[src/rtl/branch_unit_if.sv]
// Reservation-station, fetch-redirect and link-writeback signals of the branch unit.
// The pred_taken/pred_target pair exists only when BRANCH_PREDICT_EN is defined.
interface branch_unit_if #(
    parameter int XLEN = 32,
    parameter int TAGW = 4,
    parameter int OPW  = 6
);
    logic [XLEN-1:0] pc_in;
    logic [XLEN-1:0] offset_in;
    logic            busy_in;
    logic [OPW-1:0]  op_in;
    logic [TAGW-1:0] tagx_in;
    logic [TAGW-1:0] tagy_in;
    logic [XLEN-1:0] datax_in;
    logic [XLEN-1:0] datay_in;
    logic            done;
    logic            redirect_valid;
    logic [XLEN-1:0] redirect_pc;
    logic            redirect_ready;
    logic            link_valid;
    logic [XLEN-1:0] link_data;
`ifdef BRANCH_PREDICT_EN
    logic            pred_taken;
    logic [XLEN-1:0] pred_target;
`endif

    modport master (
        output pc_in, offset_in, busy_in, op_in, tagx_in, tagy_in,
        output datax_in, datay_in, redirect_ready,
`ifdef BRANCH_PREDICT_EN
        output pred_taken, pred_target,
`endif
        input  done, redirect_valid, redirect_pc, link_valid, link_data
    );

    modport slave (
        input  pc_in, offset_in, busy_in, op_in, tagx_in, tagy_in,
        input  datax_in, datay_in, redirect_ready,
`ifdef BRANCH_PREDICT_EN
        input  pred_taken, pred_target,
`endif
        output done, redirect_valid, redirect_pc, link_valid, link_data
    );
endinterface

[src/rtl/branch_unit.sv]
// Branch execution unit: captures a ready branch, resolves it, redirects fetch if needed.
// Optional BRANCH_PREDICT_EN: redirect only on mispredict against captured prediction.
module branch_unit #(
    parameter int              XLEN         = 32,
    parameter int              TAGW         = 4,
    parameter logic [TAGW-1:0] TAG_UNLOCKED = '1,
    parameter int              OPW          = 6
) (
    input  logic          clk,
    input  logic          rst_n,
    input  logic          rdy,
    branch_unit_if.slave  bus
);
    localparam logic [OPW-1:0] OP_BEQ  = OPW'(0);
    localparam logic [OPW-1:0] OP_BNE  = OPW'(1);
    localparam logic [OPW-1:0] OP_BLT  = OPW'(2);
    localparam logic [OPW-1:0] OP_BGE  = OPW'(3);
    localparam logic [OPW-1:0] OP_BLTU = OPW'(4);
    localparam logic [OPW-1:0] OP_BGEU = OPW'(5);
    localparam logic [OPW-1:0] OP_JAL  = OPW'(6);
    localparam logic [OPW-1:0] OP_JALR = OPW'(7);

    typedef enum logic [1:0] {IDLE, EXEC, REDIR, DONE} state_t;

    state_t          state;
    logic [XLEN-1:0] pc_q;
    logic [XLEN-1:0] offset_q;
    logic [OPW-1:0]  op_q;
    logic [XLEN-1:0] datax_q;
    logic [XLEN-1:0] datay_q;
`ifdef BRANCH_PREDICT_EN
    logic            pred_taken_q;
    logic [XLEN-1:0] pred_target_q;
`endif

    logic            operands_ready;
    logic            is_jump;
    logic            taken;
    logic [XLEN-1:0] jalr_sum;
    logic [XLEN-1:0] target;
    logic [XLEN-1:0] link_val;
    logic            need_redirect;
    logic [XLEN-1:0] redirect_target;

    assign operands_ready = bus.busy_in && (bus.tagx_in == TAG_UNLOCKED)
                                        && (bus.tagy_in == TAG_UNLOCKED);

    // NOTE: every always_comb output gets a default first so no path can infer a latch.
    always_comb begin
        taken    = 1'b0;
        is_jump  = 1'b0;
        jalr_sum = datax_q + offset_q;
        link_val = pc_q + XLEN'(4);
        target   = pc_q + offset_q;
        case (op_q)
            OP_BEQ:  taken = (datax_q == datay_q);
            OP_BNE:  taken = (datax_q != datay_q);
            OP_BLT:  taken = ($signed(datax_q) <  $signed(datay_q));
            OP_BGE:  taken = ($signed(datax_q) >= $signed(datay_q));
            OP_BLTU: taken = (datax_q <  datay_q);
            OP_BGEU: taken = (datax_q >= datay_q);
            OP_JAL: begin
                taken   = 1'b1;
                is_jump = 1'b1;
            end
            OP_JALR: begin
                taken   = 1'b1;
                is_jump = 1'b1;
                target  = {jalr_sum[XLEN-1:1], 1'b0};
            end
            default: taken = 1'b0;
        endcase
`ifdef BRANCH_PREDICT_EN
        need_redirect   = (taken != pred_taken_q) || (taken && (target != pred_target_q));
        redirect_target = taken ? target : link_val;
`else
        need_redirect   = taken;
        redirect_target = target;
`endif
    end

    // Captured operands are reset too, so a reset leaves no stale branch visible anywhere.
    // NOTE: sequential state uses non-blocking assignments only, so every flop samples pre-edge values.
    always_ff @(posedge clk or negedge rst_n) begin
        if (!rst_n) begin
            state              <= IDLE;
            pc_q               <= '0;
            offset_q           <= '0;
            op_q               <= '0;
            datax_q            <= '0;
            datay_q            <= '0;
`ifdef BRANCH_PREDICT_EN
            pred_taken_q       <= 1'b0;
            pred_target_q      <= '0;
`endif
            bus.done           <= 1'b0;
            bus.redirect_valid <= 1'b0;
            bus.redirect_pc    <= '0;
            bus.link_valid     <= 1'b0;
            bus.link_data      <= '0;
        end else if (rdy) begin
            bus.done       <= 1'b0;
            bus.link_valid <= 1'b0;
            case (state)
                IDLE: begin
                    if (operands_ready) begin
                        pc_q          <= bus.pc_in;
                        offset_q      <= bus.offset_in;
                        op_q          <= bus.op_in;
                        datax_q       <= bus.datax_in;
                        datay_q       <= bus.datay_in;
`ifdef BRANCH_PREDICT_EN
                        pred_taken_q  <= bus.pred_taken;
                        pred_target_q <= bus.pred_target;
`endif
                        state         <= EXEC;
                    end
                end
                EXEC: begin
                    if (is_jump) begin
                        bus.link_valid <= 1'b1;
                        bus.link_data  <= link_val;
                    end
                    if (need_redirect) begin
                        bus.redirect_valid <= 1'b1;
                        bus.redirect_pc    <= redirect_target;
                        state              <= REDIR;
                    end else begin
                        bus.done <= 1'b1;
                        state    <= DONE;
                    end
                end
                REDIR: begin
                    if (bus.redirect_ready) begin
                        bus.redirect_valid <= 1'b0;
                        bus.done           <= 1'b1;
                        state              <= DONE;
                    end
                end
                DONE:    state <= IDLE;
                default: state <= IDLE;
            endcase
        end
    end
endmodule

[src/flat_wrapper.sv]
// flat-port wrapper written by rule: the top's interface ports become plain ports
module branch_unit_flat 
#(
    parameter int              XLEN         = 32,
    parameter int              TAGW         = 4,
    parameter logic [TAGW-1:0] TAG_UNLOCKED = '1,
    parameter int              OPW          = 6
)
  (clk, rst_n, rdy, bus_pc_in, bus_offset_in, bus_busy_in, bus_op_in, bus_tagx_in, bus_tagy_in, bus_datax_in, bus_datay_in, bus_redirect_ready, bus_done, bus_redirect_valid, bus_redirect_pc, bus_link_valid, bus_link_data);
  branch_unit_if #(.XLEN(XLEN), .TAGW(TAGW), .OPW(OPW)) bus_i ();
  input  logic clk;
  input  logic rst_n;
  input  logic rdy;
  input wire logic [$bits(bus_i.pc_in)-1:0] bus_pc_in;
  input wire logic [$bits(bus_i.offset_in)-1:0] bus_offset_in;
  input wire logic [$bits(bus_i.busy_in)-1:0] bus_busy_in;
  input wire logic [$bits(bus_i.op_in)-1:0] bus_op_in;
  input wire logic [$bits(bus_i.tagx_in)-1:0] bus_tagx_in;
  input wire logic [$bits(bus_i.tagy_in)-1:0] bus_tagy_in;
  input wire logic [$bits(bus_i.datax_in)-1:0] bus_datax_in;
  input wire logic [$bits(bus_i.datay_in)-1:0] bus_datay_in;
  input wire logic [$bits(bus_i.redirect_ready)-1:0] bus_redirect_ready;
  output wire logic [$bits(bus_i.done)-1:0] bus_done;
  output wire logic [$bits(bus_i.redirect_valid)-1:0] bus_redirect_valid;
  output wire logic [$bits(bus_i.redirect_pc)-1:0] bus_redirect_pc;
  output wire logic [$bits(bus_i.link_valid)-1:0] bus_link_valid;
  output wire logic [$bits(bus_i.link_data)-1:0] bus_link_data;
  assign bus_i.pc_in = bus_pc_in;
  assign bus_i.offset_in = bus_offset_in;
  assign bus_i.busy_in = bus_busy_in;
  assign bus_i.op_in = bus_op_in;
  assign bus_i.tagx_in = bus_tagx_in;
  assign bus_i.tagy_in = bus_tagy_in;
  assign bus_i.datax_in = bus_datax_in;
  assign bus_i.datay_in = bus_datay_in;
  assign bus_i.redirect_ready = bus_redirect_ready;
  assign bus_done = bus_i.done;
  assign bus_redirect_valid = bus_i.redirect_valid;
  assign bus_redirect_pc = bus_i.redirect_pc;
  assign bus_link_valid = bus_i.link_valid;
  assign bus_link_data = bus_i.link_data;
  branch_unit #(.XLEN(XLEN), .TAGW(TAGW), .TAG_UNLOCKED(TAG_UNLOCKED), .OPW(OPW)) u_core (.clk(clk), .rst_n(rst_n), .rdy(rdy), .bus(bus_i));
endmodule
[config.mk]
export PLATFORM = sky130hd
export DESIGN_NAME = branch_unit_flat
export DESIGN_NICKNAME = d
export VERILOG_FILES = /design/src/rtl/branch_unit_if.sv /design/src/rtl/branch_unit.sv /design/src/flat_wrapper.sv
export SDC_FILE = /design/constraint.sdc
export NUM_CORES = 1
export LEC_CHECK = 0
export ABC_AREA = 1
export ABC_CLOCK_PERIOD_IN_PS = 2800
export CAP_MARGIN = 10
export CORE_AREA = 8 8 193 195
export CTS_BUF_LIST = sky130_fd_sc_hd__clkbuf_16
export CTS_CLUSTER_DIAMETER = 40
export DETAILED_ROUTE_END_ITERATION = 10
export DIE_AREA = 0 0 201 203
export PLACE_DENSITY = 0.61
export SLEW_MARGIN = 40
export SYNTH_ARGS = -nofsm -noshare
export SYNTH_HDL_FRONTEND = slang
export SYNTH_SLANG_ARGS = --single-unit
export TNS_END_PERCENT = 20
[constraint.sdc]
create_clock -name clk -period 2.8 [get_ports clk]
set_clock_uncertainty 0.05 [all_clocks]
set_input_delay 0.56 -clock clk [delete_from_list [all_inputs] [get_ports clk]]
set_output_delay 0.56 -clock clk [all_outputs]
set_load 0.05 [all_outputs]
==> results.toml <==
[status]
outcome = "complete, no violations"

[yosys]
yosysSeqAreaShare = 0.377
synthFlopType = "dfrtp_1"
synth.area.top_cells = "dfrtp_1 (38%), nand2_1 (11%), mux2_2 (11%)"
synth.distinct_cells = 48
yosysTopAreaCellShare = 0.377
yosysTopAreaCell = "dfrtp_1"
synthArstFlopShare = 1.00
ys_warn_count = 0
ys_ff_latch = 203
synth.avg_cell_area_um2 = 8.25
syn_nets = 1878
synth_edf_count = 0
syn_inst = 1632
syn_area_mm2 = 0.0135

[power_and_ir_drop]
peakVddDrop_v = 0.000365
leakagePower_nw = 8.97
power_frac_clock = 0.489
switching_share = 0.300
power_switching_mw = 2.81
seqPwrFrac = 0.336
p_int_mw = 6.57
combinationalPowerShare = 0.175
powerDensity_mw_per_mm2 = 526

[sta]
fmax_mhz = 368
worst_slack_ps = 83.8
whs_ps = 18.9
rsz0062_at_grt = "yes"
maxSlewViolCount = 0
post-route-period-util = 0.970
fin_crit_ps = 2720
setup_viol = 0
hold_viol = 0
worstMarginPinSlew_ps = 757
relSlewSlack = 0.495

[floorplanning]
design.portCount = 214
fp-row-count = 68
die_x_um = 201
core_area_mm2 = 0.0341
die_area_mm2 = 0.0408
initial_utilization = 0.394
fp.dieH_um = 203

[global_routing]
grt_max_degree = 76
gr-usage-all-layers = 0.220
grt_pass1_vias = 12400
grt_pass1_wl_um = 71000
antenna_found_initial = 0
grt.overflow.total = 0

[route]
ant_nets = 0
wl_um = 45700
drc = 0
vias = 12100
drt_iter0_drc = 766
via_per_inst = 5.08
dr.pass1.iters = 5
wl_per_cell_um = 19.1

[cts]
clk_pin_slew_ps = 60
clock-sinks = 203
cts_tree = "done"
clk_latency_ps = 520
cts_setup_buffers = 0
htree_num_levels = 2
clock_tree.buffer_depth = 3
numCtsBuffers = 38
root_buffer = "clkbuf_16"

[setup_path]
cp_max_fo = 6
required_ps = 3150
start_kind = "register"
worstSetupPathType = "register to register"
arrival_ps = 3060
end_kind = "register"

[min_path]
holdCritPathClass = "input pin to asynchronous set/reset pin"

[finish]
areaGrowthSynthToFinish_pct = 32.5
drive_gt1_frac = 0.161
antenna_cells = 0
nNetsFinal = 2152
utilization = 0.523

[placement]
io_buffers = 213
place_congestion = 0.961
place_ws_ps = 41.8
dpl.hpwl_um = 36700

[run]
drv_cap = 0
==> layer usage <==
layer | up-vias | part of all wire | GRT usage
met5 | - | 0 | 0
met4 | 0 | 0.028 | 0.0704
met3 | 74 | 0.067 | 0.0475
met2 | 373 | 0.44 | 0.345
met1 | 5660 | 0.46 | 0.298
li1 | 6039 | - | -
==> synthesized netlist by cell type, types with 12 or more instances <==
master / number
nor2_1: 123
nor3_1: 18
xnor2_1: 13
nand3_1: 91
xor2_1: 25
a21oi_1: 109
mux2_2: 134
inv_1: 163
clkbuf_1: 17
buf_2: 12
ha_1: 97
o21ai_0: 78
dfrtp_1: 203
o21a_1: 13
nand2_1: 407
nand4_1: 23
==> power groups by stage <==
stage | sequential (mW) | combinational (mW) | clock (mW)
after floorplan | 3.35 | 0.734 | 0
after global placement | 3.20 | 1.54 | 0
after detailed placement | 3.20 | 1.54 | 0
after CTS | 3.15 | 1.55 | 4.68
after global routing | 3.16 | 1.79 | 4.82
final | 3.15 | 1.64 | 4.59
==> registers in the layout (all words and copies together), names as in the netlist <==
name,cells
u_core.state,2
u_core.op_q,6
u_core.bus.link_valid,1
u_core.bus.link_data,32
u_core.offset_q,32
u_core.bus.redirect_valid,1
u_core.datax_q,32
u_core.bus.done,1
u_core.datay_q,32
u_core.pc_q,32
u_core.bus.redirect_pc,32
==> worst max-delay path: stages (launching register included) <==
cell	delay, ps
dfrtp_1	450
ha_1	410
nand2_1	140
nor2_1	230
inv_1	80
o21ai_0	230
a21o_1	270
nand2_1	120
nand2_1	80
nand2_1	50
nand3_1	140
nand2_1	180
nand3_1	110
nand2_1	50
==> final timing paths <==
path	startpoint	endpoint	slack [ps]	depth (start not counted)
min in group clk	u_core.bus.redirect_valid$_DFFE_PN0P_	u_core.bus.redirect_valid$_DFFE_PN0P_	420	2
setup / recovery	u_core.offset_q[12]$_DFFE_PN0P_	u_core.bus.redirect_pc[31]$_DFFE_PN0P_	80	13
hold reg to reg	u_core.bus.redirect_valid$_DFFE_PN0P_	u_core.bus.redirect_valid$_DFFE_PN0P_	420	2
hold / removal	rst_n	u_core.datay_q[18]$_DFFE_PN0P_	20	1
max in group asynchronous	rst_n	u_core.offset_q[14]$_DFFE_PN0P_	1860	2
setup reg to reg	u_core.offset_q[12]$_DFFE_PN0P_	u_core.bus.redirect_pc[31]$_DFFE_PN0P_	80	13
==> repair_timing <==
action                     in CTS  in global routing
hold buffers                    0                  0
resized for setup               0                 26
setup endpoints to repair       0                 35
==> cells by family (layout without fill, tap and decap cells) <==
group / after synthesis / count (layout) / share of synthesized area
and+or+nand+nor: 707 / 708 / 0.229
AOI/OAI and AO/OA: 252 / 252 / 0.105
DFF: 203 / 203 / 0.377
buffers and inverters: 199 / 500 / 0.0586
muxes: 134 / 134 / 0.112
adders and majority gates: 99 / 99 / 0.0932
xor gates and xnor gates: 38 / 38 / 0.0247
==> cell type report <==
type	count	area, um^2
sequential	203	5080
fill	3318	16300
inverter	166	623
clock inverter	29	304
clock buffer	39	976
tap	455	569
multi-input combinational	1231	7690
timing repair buffer	266	2600
==> layout by cell type, fill, tap and decap left out, drive strengths merged, types with 3 or more instances in the layout <==
| cell type | netlist | layout |
|---|---|---|
| a31oi | 9 | 9 |
| xor2 | 25 | 25 |
| bufinv | 0 | 3 |
| nand3b | 8 | 8 |
| clkinv | 1 | 11 |
| o211ai | 5 | 5 |
| mux2 | 134 | 134 |
| dfrtp | 203 | 203 |
| ha | 97 | 97 |
| nand3 | 94 | 94 |
| o21a | 13 | 13 |
| inv | 165 | 176 |
| clkinvlp | 0 | 5 |
| a21boi | 5 | 5 |
| xnor2 | 13 | 13 |
| o21bai | 4 | 4 |
| buf | 16 | 53 |
| nor2 | 129 | 129 |
| o21ai | 93 | 93 |
| a21o | 10 | 10 |
| nor4 | 4 | 4 |
| or2 | 10 | 10 |
| a21oi | 110 | 110 |
| nand2 | 411 | 412 |
| nand4 | 24 | 24 |
| nor3 | 24 | 24 |
| clkdlybuf4s50 | 0 | 212 |
| clkbuf | 17 | 40 |
==> per-stage QoR <==
| stage | power [mW] | std cells | cell area, um^2 | TNS, ps |
|---|---|---|---|---|
| 2_1_floorplan | 4.08 | 1632 | 13500 | 0 |
| 3_3_place_gp | 4.73 | 2320 | 16400 | 0 |
| 6_report | 9.38 | 2389 | 17800 | 0 |
| 3_5_place_dp | 4.74 | 2320 | 16400 | 0 |
| 4_1_cts | 9.37 | 2388 | 17700 | 0 |
| 5_1_grt | 9.77 | 2389 | 17800 | -13.6 |
Note: power is estimated with default switching activity, not from simulation.
